[config.mk]
export PLATFORM = sky130hd
export DESIGN_NAME = dmux8way16_reg_flat
export DESIGN_NICKNAME = d
export VERILOG_FILES = /design/src/rtl/dmux_pkg.sv /design/src/rtl/dmux8way16_reg_if.sv /design/src/rtl/dmux8way16_comb.sv /design/src/rtl/dmux8way16_reg.sv /design/src/flat_wrapper.sv
export SDC_FILE = /design/constraint.sdc
export NUM_CORES = 1
export LEC_CHECK = 0
export ABC_AREA = 1
export CORE_UTILIZATION = 33
export CTS_CLUSTER_DIAMETER = 60
export DETAILED_ROUTE_END_ITERATION = 6
export PLACE_DENSITY = 0.89
export SLEW_MARGIN = 40
export SYNTH_ARGS = -nofsm -noshare
export SYNTH_HDL_FRONTEND = slang
export SYNTH_HIERARCHICAL = 1
export SYNTH_SLANG_ARGS = --single-unit
[constraint.sdc]
create_clock -name clk -period 2.4 [get_ports clk]
set_input_delay 0.36 -clock clk [delete_from_list [all_inputs] [get_ports clk]]
set_output_delay 0.36 -clock clk [all_outputs]
set_load 0.05 [all_outputs]
[src/rtl/dmux_pkg.sv]
// Shared definitions for the 8-way 16-bit mux/demux pair.
//   NUM_WAYS     : number of destination channels
//   SEL_W        : width of a channel index
//   sel_t        : channel index type
//   pipe_state_e : occupancy of the single-word pipeline register
package dmux_pkg;
  localparam int NUM_WAYS = 8;
  localparam int SEL_W    = 3;

  typedef logic [SEL_W-1:0] sel_t;

  typedef enum logic {
    ST_EMPTY = 1'b0,
    ST_FULL  = 1'b1
  } pipe_state_e;
endpackage

[src/rtl/dmux8way16_reg_if.sv]
// Handshake/bus bundle for dmux8way16_reg.
//   rr_mode, in_valid, in_data, in_sel : upstream word and routing controls
//   in_ready                           : block can take a word this cycle
//   a..h                               : per-destination data outputs
//   out_valid / out_ready              : one-hot pending flags / per-channel ready
//   rr_ptr                             : round-robin pointer (debug)
// master = upstream/downstream environment, slave = the demux.
interface dmux8way16_reg_if #(
  parameter int WIDTH = 16
) ();
  import dmux_pkg::*;

  logic                rr_mode;
  logic                in_valid;
  logic                in_ready;
  logic [WIDTH-1:0]    in_data;
  sel_t                in_sel;
  logic [WIDTH-1:0]    a, b, c, d, e, f, g, h;
  logic [NUM_WAYS-1:0] out_valid;
  logic [NUM_WAYS-1:0] out_ready;
  sel_t                rr_ptr;

  modport master (
    output rr_mode, in_valid, in_data, in_sel, out_ready,
    input  in_ready, a, b, c, d, e, f, g, h, out_valid, rr_ptr
  );

  modport slave (
    input  rr_mode, in_valid, in_data, in_sel, out_ready,
    output in_ready, a, b, c, d, e, f, g, h, out_valid, rr_ptr
  );
endinterface

[src/rtl/dmux8way16_comb.sv]
// Combinational decode of the held word onto the destination channels.
//   full_i      : pipeline register holds a word
//   hold_sel_i  : destination of the held word
//   hold_data_i : held word
//   out_valid_o : one-hot pending flags
//   data_o      : per-channel data (zeroed when idle if ZERO_IDLE=1)
module dmux8way16_comb
  import dmux_pkg::*;
#(
  parameter int WIDTH     = 16,
  parameter int ZERO_IDLE = 1
) (
  input  logic                           full_i,
  input  sel_t                           hold_sel_i,
  input  logic [WIDTH-1:0]               hold_data_i,
  output logic [NUM_WAYS-1:0]            out_valid_o,
  output logic [NUM_WAYS-1:0][WIDTH-1:0] data_o
);

  always_comb begin
    out_valid_o = '0;
    data_o      = '0;
    for (int k = 0; k < NUM_WAYS; k++) begin
      if (full_i && (hold_sel_i == sel_t'(k))) out_valid_o[k] = 1'b1;
      if ((ZERO_IDLE == 0) || out_valid_o[k]) data_o[k] = hold_data_i;
    end
  end

endmodule

[src/rtl/dmux8way16_reg.sv]
// Registered 8-way demultiplexer: one word is held and presented on its
// destination channel until that channel accepts it.
//   clk   : system clock, rising edge
//   rst_n : asynchronous active-low reset
//   bus   : handshake/data bundle (slave side)
//
// state    | meaning
// ST_EMPTY | no word held, in_ready=1
// ST_FULL  | word pending on channel hold_sel_q
module dmux8way16_reg
  import dmux_pkg::*;
#(
  parameter int WIDTH     = 16,
  parameter int ZERO_IDLE = 1
) (
  input  logic               clk,
  input  logic               rst_n,
  dmux8way16_reg_if.slave    bus
);

  pipe_state_e      state_q, state_d;
  logic [WIDTH-1:0] hold_data_q, hold_data_d;
  sel_t             hold_sel_q, hold_sel_d;
  sel_t             rr_ptr_q, rr_ptr_d;

  logic full, drain, accept;
  logic [NUM_WAYS-1:0][WIDTH-1:0] data_fan;

  assign full   = (state_q == ST_FULL);
  assign drain  = full && bus.out_ready[hold_sel_q];
  // Ready passes straight through from the selected out_ready so a word can
  // drain and be replaced on the same edge.
  assign bus.in_ready = !full || drain;
  assign accept = bus.in_valid && bus.in_ready;

  always_ff @(posedge clk or negedge rst_n) begin
    if (!rst_n) begin
      state_q     <= ST_EMPTY;
      hold_data_q <= '0;
      hold_sel_q  <= '0;
      rr_ptr_q    <= '0;
    end else begin
      state_q     <= state_d;
      hold_data_q <= hold_data_d;
      hold_sel_q  <= hold_sel_d;
      rr_ptr_q    <= rr_ptr_d;
    end
  end

  always_comb begin
    state_d     = state_q;
    hold_data_d = hold_data_q;
    hold_sel_d  = hold_sel_q;
    rr_ptr_d    = rr_ptr_q;
    case (state_q)
      ST_EMPTY: if (accept) state_d = ST_FULL;
      ST_FULL:  if (drain && !accept) state_d = ST_EMPTY;
      default:  state_d = ST_EMPTY;
    endcase
    if (accept) begin
      hold_data_d = bus.in_data;
      hold_sel_d  = bus.rr_mode ? rr_ptr_q : bus.in_sel;
      if (bus.rr_mode) rr_ptr_d = rr_ptr_q + sel_t'(1);
    end
  end

  dmux8way16_comb #(
    .WIDTH     (WIDTH),
    .ZERO_IDLE (ZERO_IDLE)
  ) u_comb (
    .full_i      (full),
    .hold_sel_i  (hold_sel_q),
    .hold_data_i (hold_data_q),
    .out_valid_o (bus.out_valid),
    .data_o      (data_fan)
  );

  assign bus.a      = data_fan[0];
  assign bus.b      = data_fan[1];
  assign bus.c      = data_fan[2];
  assign bus.d      = data_fan[3];
  assign bus.e      = data_fan[4];
  assign bus.f      = data_fan[5];
  assign bus.g      = data_fan[6];
  assign bus.h      = data_fan[7];
  assign bus.rr_ptr = rr_ptr_q;

endmodule

[src/flat_wrapper.sv]
// flat-port wrapper written by rule: the top's interface ports become plain ports
module dmux8way16_reg_flat import dmux_pkg::*;
#(
  parameter int WIDTH     = 16,
  parameter int ZERO_IDLE = 1
)
  (clk, rst_n, bus_rr_mode, bus_in_valid, bus_in_data, bus_in_sel, bus_out_ready, bus_in_ready, bus_a, bus_b, bus_c, bus_d, bus_e, bus_f, bus_g, bus_h, bus_out_valid, bus_rr_ptr);
  dmux8way16_reg_if #(.WIDTH(WIDTH)) bus_i ();
  input  logic clk;
  input  logic rst_n;
  input wire logic [$bits(bus_i.rr_mode)-1:0] bus_rr_mode;
  input wire logic [$bits(bus_i.in_valid)-1:0] bus_in_valid;
  input wire logic [$bits(bus_i.in_data)-1:0] bus_in_data;
  input wire logic [$bits(bus_i.in_sel)-1:0] bus_in_sel;
  input wire logic [$bits(bus_i.out_ready)-1:0] bus_out_ready;
  output wire logic [$bits(bus_i.in_ready)-1:0] bus_in_ready;
  output wire logic [$bits(bus_i.a)-1:0] bus_a;
  output wire logic [$bits(bus_i.b)-1:0] bus_b;
  output wire logic [$bits(bus_i.c)-1:0] bus_c;
  output wire logic [$bits(bus_i.d)-1:0] bus_d;
  output wire logic [$bits(bus_i.e)-1:0] bus_e;
  output wire logic [$bits(bus_i.f)-1:0] bus_f;
  output wire logic [$bits(bus_i.g)-1:0] bus_g;
  output wire logic [$bits(bus_i.h)-1:0] bus_h;
  output wire logic [$bits(bus_i.out_valid)-1:0] bus_out_valid;
  output wire logic [$bits(bus_i.rr_ptr)-1:0] bus_rr_ptr;
  assign bus_i.rr_mode = bus_rr_mode;
  assign bus_i.in_valid = bus_in_valid;
  assign bus_i.in_data = bus_in_data;
  assign bus_i.in_sel = bus_in_sel;
  assign bus_i.out_ready = bus_out_ready;
  assign bus_in_ready = bus_i.in_ready;
  assign bus_a = bus_i.a;
  assign bus_b = bus_i.b;
  assign bus_c = bus_i.c;
  assign bus_d = bus_i.d;
  assign bus_e = bus_i.e;
  assign bus_f = bus_i.f;
  assign bus_g = bus_i.g;
  assign bus_h = bus_i.h;
  assign bus_out_valid = bus_i.out_valid;
  assign bus_rr_ptr = bus_i.rr_ptr;
  dmux8way16_reg #(.WIDTH(WIDTH), .ZERO_IDLE(ZERO_IDLE)) u_core (.clk(clk), .rst_n(rst_n), .bus(bus_i));
endmodule
==> impl_summary.txt <==
----------------------------------------------------
[Status]
  Outcome ... complete, no violations

[Global routing]
  Vias in the first global route ... 2340
  Tot GR Track Use ... 0.248
  Initial antenna violation count ... 0
  Global-route wire length before repair ... 11.7 mm
  Leftover overflow at the end of global routing ... 0
  Pin count of the biggest net entering global routing ... 24

[Detailed routing]
  Drt wl/cell ... 13.3 um
  Post-route ant nets ... 0
  Detailed-routed wire length on met2 ... 3.29 mm
  Highest routed metal layer ... met4
  Met3 layer wire length in the routed design ... 522 um
  Metal1 wirelength ... 3.04 mm
  Detailed Routing Iterations Pass 1 ... 4
  Iteration-0 DRC Markers ... 108
  DRC errors left ... 0
  Total length of routed wires ... 7.08 mm
  Via-to-Cell Ratio ... 4.63
  Via count of the routed design ... 2459

[STA]
  Fin Clk Skew ... 0.00615 ns
  Tightest Pin Transition ... 0.495 ns
  Number of hold-slack violations in the final timing report ... 0
  Portion of the clock cycle consumed by the worst path in the final layout ... 0.880
  Final setup vio count ... 0
  Post-layout worst setup margin ... 0.289 ns
  RSZ-0062 raised after global routing ... false
  Final-report max-slew violation count ... 0
  Slew HR ... 0.669
  Final total negative setup slack ... 0 ns
  Minimum period implied by the final worst setup slack ... 2.11 ns
  Max Clock Freq ... 0.474 GHz

[Floorplanning]
  Width of the die ... 76.1 um
  Die area ... 0.00580 mm2
  Count of boundary I/O pins ... 171
  Row Count ... 26
  Die Span Y ... 76.1 um
  Starting density of the core ... 0.349
  Core area ... 0.00520 mm2

[Setup path]
  Maximum cell stage delay along the critical path ... 0.55 ns
  Worst setup EP type ... output pin
  Maximum net fanout on the critical path ... 17
  Worst r2r dst ... u_core/hold_data_q[3]
  Buf/Inv on CP ... 2
  Required @ worst endpoint ... 2.04 ns
  Minimum setup slack among reg-to-reg paths ... 0.63 ns
  Crit path kind ... reg2out
  Startpoint kind of the worst setup timing path ... register
  Cells traversed along the worst timing path ... inv_1, nor2_2, nand2_2, nor2_1, buf_12
  Number of logic stages on the critical path including buffering ... 5
  Slowest CP cell ... sky130_fd_sc_hd__dfrtp_1
  CP arrival ... 1.75 ns
  Worst Reg-to-Reg Cells ... 8
  Category of cells accounting for the largest share of critical-path delay ... simple AND/OR/NAND/NOR gates
  R2R Path Start ... u_core/hold_sel_q[0]

[Power and ir drop]
  Switching power of the nets ... 2860 uW
  Power density relative to cell area ... 1380 mW/mm2
  Highest ir drop seen on vdd ... 0.000812 V
  Switching part of the total power ... 0.646
  Int Power ... 1570 uW
  Portion of total power attributed to the clock network ... 0.052
  LEAKAGE ... 0.00188 uW
  Relative contribution of sequential cells to total power ... 0.164
  Combinational group share of total power ... 0.784

[Clock network]
  Setup Buffers After CTS ... 0
  CTS tree ... yes
  Clock tree root buffer cell ... sky130_fd_sc_hd__clkbuf_8
  Number of buffers added by the clock tree synthesis step ... 3
  Count of cells resized by post-cts repair ... 0
  Hold_buf cts ... 0
  Number of clock sinks ... 23
  Source-to-sink clock delay at the later pin of the worst-skew pair ... 0.26 ns
  H-Tree Depth ... 1
  Longest Clk Path Bufs ... 2
  Clock transition at the register clock pins on the worst setup and hold paths after CTS ... 0.08 ns

[Placed design]
  Estimated wirelength of the detail-placed design ... 5.50 mm
  Number of input and output port buffers inserted ... 170
  GP Congestion ... 0.849
  Placement Setup Slack ... 0.499 ns
  Cell count after placement ... 527

[Final layout]
  Net count, final ... 494
  Count of inserted antenna diode cells ... 0
  Non-filler cells in the finished layout ... 531
  Syn-to-layout area delta ... 77.4%
  Layout cells sized above 1 ... 0.349

[Logic synthesis]
  Primary flip-flop cell chosen by synthesis mapping ... sky130_fd_sc_hd__dfrtp_1
  Async set-reset flop share out of synthesis ... 1.00
  Area of the mapped netlist ... 0.00181 mm2
  Net count after synthesis ... 331
  Synth top area share ... 0.317
  Post-Syn Instances ... 299
  Top cells by instance count after synthesis ... sky130_fd_sc_hd__nor2_1 (127), sky130_fd_sc_hd__nand2_1 (52), sky130_fd_sc_hd__inv_1 (31)
  Most frequent cell after synthesis ... sky130_fd_sc_hd__nor2_1
  Cell type contributing the most total cell area after synthesis ... sky130_fd_sc_hd__dfrtp_1
  Number of flip-flops and latches in the synthesized netlist ... 23
  Dominant cells by area after synthesis ... sky130_fd_sc_hd__dfrtp_1 (32%), sky130_fd_sc_hd__nor2_1 (26%), sky130_fd_sc_hd__nand2_1 (11%), sky130_fd_sc_hd__inv_1 (6.4%), sky130_fd_sc_hd__buf_6 (6.2%)
  Post-synthesis area per instance ... 6.07 um2
  Synthesis warning total ... 6
  Number of distinct library cells after synthesis ... 21
  Number of enable-type register cells in the synthesized netlist ... 0
  Share of synthesized area occupied by flip-flops and latches ... 0.317

[Job]
  Max_cap viols ... 0

[Hold path]
  Path type of the worst min-delay path ... in2async

----------------------------------------------------
-- cells in the final DEF, fill, tap and decap left out, types with 3 or more instances in the layout --
cell type | synthesis | final
sky130_fd_sc_hd__mux2i_1 | 3 | 3
sky130_fd_sc_hd__nand2_2 | 9 | 9
sky130_fd_sc_hd__inv_1 | 31 | 31
sky130_fd_sc_hd__nand4_1 | 3 | 3
sky130_fd_sc_hd__nor2_1 | 127 | 127
sky130_fd_sc_hd__nand2_1 | 52 | 52
sky130_fd_sc_hd__clkdlybuf4s50_1 | 0 | 33
sky130_fd_sc_hd__nand3_1 | 22 | 22
sky130_fd_sc_hd__clkbuf_8 | 0 | 3
sky130_fd_sc_hd__buf_4 | 0 | 138
sky130_fd_sc_hd__dfrtp_1 | 23 | 23
sky130_fd_sc_hd__nor2_2 | 4 | 4
-- power groups by stage --
stage | logic (uW) | registers (uW) | clock network, uW
floorplan | 2430 | 773 | 0
global placement | 3420 | 729 | 0
detailed placement | 3460 | 732 | 0
CTS | 3470 | 725 | 238
global route | 3700 | 752 | 254
finish | 3470 | 724 | 233
-- through the flow --
| step | hold slack, ns | total power (uW) | instance area (um2) | utilization |
|---|---|---|---|---|
| 6_report | 0.434 | 4430 | 3220 | 0.619 |
| 5_1_grt | 0.462 | 4710 | 3220 | 0.619 |
| 4_1_cts | 0.445 | 4430 | 3220 | 0.619 |
| 3_5_place_dp | 0.458 | 4190 | 3170 | 0.610 |
| 3_3_place_gp | 0.455 | 4150 | 3170 | 0.610 |
| 2_1_floorplan | 0.0644 | 3200 | 1810 | - |
-- worst reg2reg max path: cells and delay by family, from the launching register on --
kind,cells,cell delay [ns]
flip-flops,1,0.55
AND/OR/NAND/NOR,7,1.07
buffers and inverters,1,0.10
-- state kept, by name, indices dropped and copies added (netlist names) --
register            count
u_core/bus.rr_ptr       3
u_core/full             1
u_core/hold_data_q     16
u_core/hold_sel_q       3
-- metal layers --
metal | up-vias | GRT usage
li1 | 1214 | -
met1 | 1106 | 0.306
met2 | 118 | 0.414
met3 | 21 | 0.0455
met4 | 0 | 0.125
met5 | - | 0
-- cells by family (layout without fill, tap and decap cells) --
logic type / after synthesis / after routing / share of synthesized area
compound gates: 3 / 3 / 0.0103
simple gates: 220 / 220 / 0.502
fa+ha+maj: 1 / 1 / 0.00690
buf+inv: 48 / 210 / 0.142
flops: 23 / 23 / 0.317
xor+xnor: 1 / 1 / 0.00483
mux: 3 / 3 / 0.0166
-- layout make-up --
cell class / instances / area [um2]
Sequential cell: 23 / 576
Multi-Input combinational cell: 228 / 981
Clock buffer: 4 / 45.0
Tap cell: 70 / 87.6
Inverter: 33 / 124
Fill cell: 484 / 1990
Timing Repair Buffer: 173 / 1410
-- worst max path at each step --
stage                               from  slack (ns)                    end
global route        u_core/hold_sel_q[0]        0.19              bus_b[11]
floorplan           u_core/hold_sel_q[0]        0.45              bus_a[10]
detailed placement      bus_out_ready[7]        0.50  u_core/hold_data_q[3]
CTS                 u_core/hold_sel_q[0]        0.29              bus_b[11]
global placement        bus_out_ready[7]        0.55   u_core/hold_sel_q[2]
finish              u_core/hold_sel_q[0]        0.29              bus_b[11]
Note: power is estimated with default switching activity, not from simulation.
